`config.mk`:
```
export PLATFORM = sky130hd
export DESIGN_NAME = uart_rx_param
export DESIGN_NICKNAME = d
export VERILOG_FILES = /design/src/rtl/uart_pkg.sv /design/src/rtl/uart_rx_sampler.sv /design/src/rtl/uart_rx_param.sv
export SDC_FILE = /design/constraint.sdc
export NUM_CORES = 1
export LEC_CHECK = 0
export BUFFER_PORTS_ARGS = -buffer_cell sky130_fd_sc_hd__buf_2
export CORE_MARGIN = 2
export CORE_UTILIZATION = 35
export CTS_BUF_LIST = sky130_fd_sc_hd__clkbuf_2 sky130_fd_sc_hd__clkbuf_4 sky130_fd_sc_hd__clkbuf_8
export CTS_CLUSTER_SIZE = 28
export DETAILED_ROUTE_END_ITERATION = 12
export PLACE_DENSITY = 0.54
export SLEW_MARGIN = 20
export SYNTH_ARGS = -nofsm -noshare
export SYNTH_HDL_FRONTEND = slang
export SYNTH_SLANG_ARGS = --single-unit
```
`constraint.sdc`:
```
create_clock -name clk -period 3.9 [get_ports clk]
set_clock_uncertainty 0.2 [all_clocks]
set_input_delay 0.39 -clock clk [delete_from_list [all_inputs] [get_ports clk]]
set_output_delay 0.39 -clock clk [all_outputs]
set_load 0.1 [all_outputs]
```
`src/rtl/uart_pkg.sv`:
```
// Shared types and helpers for the parametrised UART receiver.
package uart_pkg;

  typedef enum logic [2:0] {
    IDLE,
    START,
    DATA,
    PARITY,
    STOP,
    WAIT_IDLE
  } rx_state_t;

  typedef enum logic [1:0] {
    PAR_NONE = 2'd0,
    PAR_ODD  = 2'd1,
    PAR_EVEN = 2'd2
  } parity_mode_t;

  localparam int MIN_CLKS_PER_BIT = 8;

  function automatic logic maj3(input logic a, input logic b, input logic c);
    return (a & b) | (a & c) | (b & c);
  endfunction

endpackage

```
`src/rtl/uart_rx_sampler.sv`:
```
// rxd synchroniser, bit-period counter and 3-sample majority vote.
module uart_rx_sampler
  import uart_pkg::*;
#(
  parameter int CLKS_PER_BIT = 434,
  parameter int SYNC_STAGES  = 2
) (
  input  logic clk,
  input  logic reset,
  input  logic rxd,
  input  logic restart,
  output logic rxs,
  output logic bit_value,
  output logic bit_strobe,
  output logic end_of_bit
);
  localparam int CW   = $clog2(CLKS_PER_BIT);
  localparam int HALF = CLKS_PER_BIT / 2;
  localparam logic [CW-1:0] CNT_LAST = CW'(CLKS_PER_BIT - 1);
  localparam logic [CW-1:0] CNT_HM1  = CW'(HALF - 1);
  localparam logic [CW-1:0] CNT_HALF = CW'(HALF);
  localparam logic [CW-1:0] CNT_HP1  = CW'(HALF + 1);

  logic [SYNC_STAGES-1:0] sync_q;
  logic [CW-1:0]          cnt_q, cnt_d;
  logic                   s0_q, s1_q;

  // Idle line is high, so the chain resets to 1 to avoid a spurious start.
  always_ff @(posedge clk or posedge reset) begin
    if (reset) sync_q <= '1;
    else       sync_q <= {sync_q[SYNC_STAGES-2:0], rxd};
  end

  assign rxs = sync_q[SYNC_STAGES-1];

  always_comb begin
    cnt_d = cnt_q + CW'(1);
    if (restart || cnt_q == CNT_LAST) cnt_d = '0;
  end

  always_ff @(posedge clk or posedge reset) begin
    if (reset) begin
      cnt_q <= '0;
      s0_q  <= 1'b1;
      s1_q  <= 1'b1;
    end else begin
      cnt_q <= cnt_d;
      if (cnt_q == CNT_HM1)  s0_q <= rxs;
      if (cnt_q == CNT_HALF) s1_q <= rxs;
    end
  end

  // Third sample is taken live, so the vote resolves at HALF+1.
  assign bit_value  = maj3(s0_q, s1_q, rxs);
  assign bit_strobe = (cnt_q == CNT_HP1);
  assign end_of_bit = (cnt_q == CNT_LAST);

endmodule

```
`src/rtl/uart_rx_param.sv`:
```
// Parametrised UART receiver: framing FSM, error checks, valid/ready
// holding register and frame/error counters.
module uart_rx_param
  import uart_pkg::*;
#(
  parameter int CLKS_PER_BIT = 434,
  parameter int DATA_BITS    = 8,
  parameter int PARITY_MODE  = 0,
  parameter int STOP_BITS    = 1,
  parameter int SYNC_STAGES  = 2
) (
  input  logic                 clk,
  input  logic                 reset,
  input  logic                 rxd,
  input  logic                 rx_ready,
  output logic                 rx_valid,
  output logic [DATA_BITS-1:0] rx_data,
  output logic                 rx_parity_err,
  output logic                 rx_frame_err,
  output logic                 rx_overrun,
  output logic [31:0]          frame_count,
  output logic [31:0]          error_count
);
  localparam int IW = (DATA_BITS > 1) ? $clog2(DATA_BITS) : 1;
  localparam logic [IW-1:0] IDX_LAST = IW'(DATA_BITS - 1);
  localparam logic STOP_LAST  = (STOP_BITS == 2);
  localparam bit   HAS_PARITY = (PARITY_MODE != int'(PAR_NONE));
  localparam logic ODD_PARITY = (PARITY_MODE == int'(PAR_ODD));

  if (CLKS_PER_BIT < MIN_CLKS_PER_BIT) begin : g_clks_check
    $error("uart_rx_param: CLKS_PER_BIT must be >= %0d", MIN_CLKS_PER_BIT);
  end

  logic rxs, bit_value, bit_strobe, end_of_bit, restart;

  rx_state_t            state_q, state_d;
  logic [IW-1:0]        idx_q, idx_d;
  logic                 stop_idx_q, stop_idx_d;
  logic [DATA_BITS-1:0] shift_q, shift_d;
  logic                 perr_q, perr_d;
  logic                 ferr_q, ferr_d;
  logic                 deliver;

  logic                 valid_q, hperr_q, hferr_q, ovr_q;
  logic [DATA_BITS-1:0] data_q;
  logic [31:0]          fcnt_q, ecnt_q;

  // Counter is held at zero while waiting so the start bit is timed from its edge.
  assign restart = (state_q == IDLE) || (state_q == WAIT_IDLE);

  uart_rx_sampler #(
    .CLKS_PER_BIT(CLKS_PER_BIT),
    .SYNC_STAGES (SYNC_STAGES)
  ) u_sampler (
    .clk       (clk),
    .reset     (reset),
    .rxd       (rxd),
    .restart   (restart),
    .rxs       (rxs),
    .bit_value (bit_value),
    .bit_strobe(bit_strobe),
    .end_of_bit(end_of_bit)
  );

  always_comb begin
    state_d    = state_q;
    idx_d      = idx_q;
    stop_idx_d = stop_idx_q;
    shift_d    = shift_q;
    perr_d     = perr_q;
    ferr_d     = ferr_q;
    deliver    = 1'b0;
    case (state_q)
      IDLE: begin
        if (!rxs) begin
          state_d = START;
          perr_d  = 1'b0;
          ferr_d  = 1'b0;
        end
      end
      START: begin
        if (bit_strobe && bit_value) begin
          state_d = IDLE;
        end else if (end_of_bit) begin
          state_d = DATA;
          idx_d   = '0;
        end
      end
      DATA: begin
        if (bit_strobe) shift_d[idx_q] = bit_value;
        if (end_of_bit) begin
          if (idx_q == IDX_LAST) begin
            state_d    = HAS_PARITY ? PARITY : STOP;
            stop_idx_d = 1'b0;
          end else begin
            idx_d = idx_q + IW'(1);
          end
        end
      end
      PARITY: begin
        if (bit_strobe) perr_d = ((^shift_q) ^ bit_value) != ODD_PARITY;
        if (end_of_bit) begin
          state_d    = STOP;
          stop_idx_d = 1'b0;
        end
      end
      STOP: begin
        if (bit_strobe) begin
          if (!bit_value) ferr_d = 1'b1;
          if (stop_idx_q == STOP_LAST) begin
            deliver = 1'b1;
            state_d = (ferr_q || !bit_value) ? WAIT_IDLE : IDLE;
          end
        end else if (end_of_bit) begin
          stop_idx_d = 1'b1;
        end
      end
      WAIT_IDLE: begin
        if (rxs) state_d = IDLE;
      end
      default: state_d = IDLE;
    endcase
  end

  always_ff @(posedge clk or posedge reset) begin
    if (reset) begin
      state_q    <= IDLE;
      idx_q      <= '0;
      stop_idx_q <= 1'b0;
      shift_q    <= '0;
      perr_q     <= 1'b0;
      ferr_q     <= 1'b0;
    end else begin
      state_q    <= state_d;
      idx_q      <= idx_d;
      stop_idx_q <= stop_idx_d;
      shift_q    <= shift_d;
      perr_q     <= perr_d;
      ferr_q     <= ferr_d;
    end
  end

  // ferr_d already folds in the stop sample taken on the delivery cycle.
  always_ff @(posedge clk or posedge reset) begin
    if (reset) begin
      valid_q <= 1'b0;
      data_q  <= '0;
      hperr_q <= 1'b0;
      hferr_q <= 1'b0;
      ovr_q   <= 1'b0;
      fcnt_q  <= '0;
      ecnt_q  <= '0;
    end else begin
      if (deliver) begin
        fcnt_q <= fcnt_q + 32'd1;
        if (perr_q || ferr_d) ecnt_q <= ecnt_q + 32'd1;
        if (!valid_q || rx_ready) begin
          valid_q <= 1'b1;
          data_q  <= shift_q;
          hperr_q <= perr_q;
          hferr_q <= ferr_d;
          if (valid_q) ovr_q <= 1'b0;
        end else begin
          ovr_q <= 1'b1;
        end
      end else if (valid_q && rx_ready) begin
        valid_q <= 1'b0;
        ovr_q   <= 1'b0;
      end
    end
  end

  assign rx_valid      = valid_q;
  assign rx_data       = data_q;
  assign rx_parity_err = hperr_q;
  assign rx_frame_err  = hferr_q;
  assign rx_overrun    = ovr_q;
  assign frame_count   = fcnt_q;
  assign error_count   = ecnt_q;

endmodule

```
==> summary.txt <==
Clocking
  – Clock root buffer: clkbuf_8
  – H-tree Lvls: 3
  – Hold_buf cts: 3
  – Post-CTS setup buffer count: 0
  – CTS resizes: 0
  – Worst-skew pair later-pin latency: 0.38 ns
  – CTS tree: done
  – Clk buf depth: 2
  – Clock sink count: about 110
  – TritonCTS buffer count: 9
  – Clk slew on worst S/H paths: about 0.090 ns

Detailed routing
  – Routed Antenna Nets: 0
  – Final WL: 10.5 mm
  – Initial DRC count: between 200 and 250
  – TritonRoute pass-1 iters: 4
  – Via density: ~5
  – Wire length per cell: between 10 and 15 um
  – Vias after detailed routing: about 3600
  – Residual DRC: 0

Logic synthesis
  – Register area share after synthesis: 0.532
  – Gate Count Post-Synth: ~460
  – Syn_area_per_cell: ~11 um^2
  – Syn_nets: 470
  – Yosys top cell area share: 0.511
  – Synthesized flop and latch total: about 110
  – Distinct cell type count after synthesis: 48
  – Post-Syn Area: 4990 um^2
  – Top cells by area, synth: dfrtp_1 (51%), xnor2_1 (7.2%), xor2_1 (6.5%), mux2_2 (5.0%), nor2_1 (3.3%)
  – Synthesis Warnings: 0
  – Dominant cell type by area after synthesis: dfrtp_1

Setup path
  – Worst-path maximum fanout: 8
  – Critical path arrival: 2.80 ns
  – CP Capture Type: flip-flop
  – Reg2reg path depth: 5
  – Worst r2r src: u_sampler.cnt_q[2]$_DFF_PP0_
  – Crit start category: flip-flop
  – Worst reg2reg setup slack: 1.21 ns
  – Crit path kind: flip-flop to flip-flop
  – Reg2reg end: frame_count[9]$_DFFE_PP0P_
  – CP required: 4.01 ns

Finish
  – # fillers: roughly 1400
  – Post-Route Utilization: 0.416
  – Final instance area: between 5000 and 6000 um^2
  – Layout overhead on the synthesized area: 16.1%
  – Share of cells above drive strength 1: 0.243
  – Multi-input logic area: approximately 2200 um^2
  – Register Area: between 2000 and 3000 um^2
  – Ant diodes: 0
  – Final net count: between 500 and 600

STA
  – Final hold vios: 0
  – Min Tclk post-route: about 2.7 ns
  – Final setup TNS: 0 ns
  – Final setup vio count: 0
  – Unrepaired setup endpoints after global routing: false
  – Least-Margin Pin Slew: roughly 0.77 ns
  – F_max: between 300 and 400 MHz
  – Slew Viols, Final: 0
  – Final period util: 0.690
  – Slew headroom: 0.477

Die
  – Die Y: between 100 and 150 um
  – Placeable Area: 13900 um^2
  – Site row count: between 40 and 50
  – Die ar.: 15200 um^2
  – Starting Density: 0.358
  – Die Wd: 123 um
  – I/O Pins: 80

Power and ir drop
  – Peak VDD IR: 0.130 mV
  – Leakage power total: between 2 and 3 nW
  – Power Dens Cells: 304 nW/um^2

Worst hold path
  – Hold/Removal Path Class: flip-flop to flip-flop
  – Worst Hold Launch: u_sampler.sync_q[0]$_DFF_PP1_
  – Worst Hold End: u_sampler.sync_q[1]$_DFF_PP1_
  – Worst hold stages: 0

Placement
  – Dpl cell area: about 5600 um^2
  – RePlAce Congestion: between 0.7 and 0.8
  – IO Port Bufs: between 70 and 80
  – Final HPWL DP: around 7.5 mm

GRT
  – GRT overflow: 0
  – Initial antenna violation count: 0
  – Overall Global Routing Usage: 0.145
  – Largest net degree at the start of global routing: 55
  – First-pass GRT wire length: 17.2 mm
  – Vias in the first global route: 3487

Outcome
  – Run status: finished, final reports clean

Job
  – Max Cap Violations: 0
## placed cells by master, fill, tap and decap left out, types with 2 or more instances in the layout
master | netlist | final
mux2_2 | 22 | 22
clkbuf_8 | 0 | 9
nand3_1 | 22 | 22
nand4_1 | 21 | 21
a22o_1 | 2 | 2
xnor2_1 | 41 | 41
and3_1 | 9 | 9
xor2_1 | 37 | 37
nand2_1 | 38 | 38
or2_2 | 2 | 2
o21ai_0 | 4 | 4
and2_1 | 4 | 4
dlygate4sd3_1 | 0 | 3
nor2_1 | 44 | 44
clkinvlp_4 | 0 | 4
a21oi_1 | 5 | 5
nor3_1 | 14 | 14
buf_4 | 0 | 4
dfrtp_1 | 102 | 102
o41ai_1 | 2 | 2
nand3b_1 | 2 | 2
and4_1 | 6 | 6
nand4bb_1 | 2 | 2
inv_1 | 14 | 13
nand2b_1 | 6 | 6
buf_2 | 1 | 79
nand4b_1 | 3 | 3
ha_1 | 8 | 8
dfstp_2 | 4 | 4
nor3b_1 | 2 | 2
or4_4 | 2 | 2
a2111oi_0 | 2 | 2
nor4_1 | 10 | 10
## cell type report
type / count / share of cell area
Sequential cell: 106 / 0.458
Multi-Input combinational cell: 326 / 0.385
Timing Repair Buffer: 86 / 0.0785
Tap cell: 180 / 0.0388
Clock buffer: 10 / 0.0227
Inverter: 14 / 0.00950
Clock inverter: 6 / 0.00755
## synth_stat cells, drive strengths merged
cell type  number
a21o            1
dfstp           4
xor2           37
nand3b          2
nand4bb         2
nor4           11
o311ai          1
nand3          22
or3             1
inv            14
o41a            1
dfrtp         102
xnor2          41
o221ai          1
o21a            1
nand4b          3
o41ai           2
clkbuf         10
o22ai           1
a21bo           1
and3            9
nor3           14
a22o            2
a31o            1
a2111oi         2
or2             2
o2bb2ai         1
or4             3
nor3b           2
and2            4
o21ai           5
nor2           44
nand4          21
nand2b          6
nor2b           1
maj3            1
and4            6
mux2           22
a41oi           1
buf             2
ha              8
a21oi           5
nand2          38
## layer usage
metal,global-route usage,vias to the layer above,routed length [um]
li1,-,1760,-
met1,0.200,1777,5010
met2,0.221,57,4890
met3,0.0258,13,347
met4,0.0682,0,211
met5,0,-,0
## power by group
part,switching [mW],leakage (nW),internal (mW)
combinational,0.0297,1.33,0.00588
sequential,0.00231,1.45,1.10
clock,0.385,0.0779,0.239
total,0.417,2.86,1.35
## flip-flops by register name (all words and copies together), names as in the netlist
| name | cells |
|---|---|
| idx_q | 3 |
| rx_frame_err | 1 |
| ferr_q | 1 |
| rx_parity_err | 1 |
| state_q | 3 |
| rx_valid | 1 |
| error_count | 32 |
| frame_count | 32 |
| rx_overrun | 1 |
| u_sampler.cnt_q | 9 |
| rx_data | 8 |
| u_sampler.s1_q | 1 |
| u_sampler.sync_q | 2 |
| shift_q | 8 |
| u_sampler.s0_q | 1 |
| stop_idx_q | 1 |
| perr_q | 1 |
## kinds of logic (layout without fill, tap and decap cells)
| group | after synthesis | in the layout | share of synthesized area |
|---|---|---|---|
| compound gates | 26 | 26 | 0.0378 |
| xor+xnor | 78 | 78 | 0.137 |
| fa+ha+maj | 9 | 9 | 0.0220 |
| buf+inv | 26 | 116 | 0.0215 |
| flops | 106 | 106 | 0.532 |
| mux | 22 | 22 | 0.0496 |
| simple gates | 191 | 191 | 0.200 |
## worst max-delay path by stage
stage / from / endpoint / slack, ns / cells after the start
CTS: u_sampler.cnt_q[2]$_DFF_PP0_ / frame_count[15]$_DFFE_PP0P_ / 1.21 / 5
global placement: u_sampler.cnt_q[2]$_DFF_PP0_ / frame_count[18]$_DFFE_PP0P_ / 1.30 / 5
global route: u_sampler.cnt_q[2]$_DFF_PP0_ / frame_count[9]$_DFFE_PP0P_ / 1.00 / 5
finish: u_sampler.cnt_q[2]$_DFF_PP0_ / frame_count[9]$_DFFE_PP0P_ / 1.21 / 5
detailed placement: u_sampler.cnt_q[2]$_DFF_PP0_ / frame_count[9]$_DFFE_PP0P_ / 1.22 / 5
floorplan: reset / error_count[0]$_DFFE_PP0P_ / 0.53 / 1
## critical path, stage by stage (launching register included)
cell and delay [ns]:
dfrtp_1 0.46, nand4bb_1 0.41, or4_4 0.65, nor3_1 0.52
and3_1 0.25, xor2_1 0.14
## metrics by stage
stage	hold WS (ns)	total power, mW	cells	worst slack (ns)
floorplan	0.145	1.15	458	0.528
global placement	0.146	1.16	709	1.30
detailed placement	0.147	1.16	709	1.22
CTS	0.162	1.80	728	1.21
global route	0.169	1.84	728	1.00
finish	0.160	1.76	728	1.21
(Power assumes the default switching activity.)
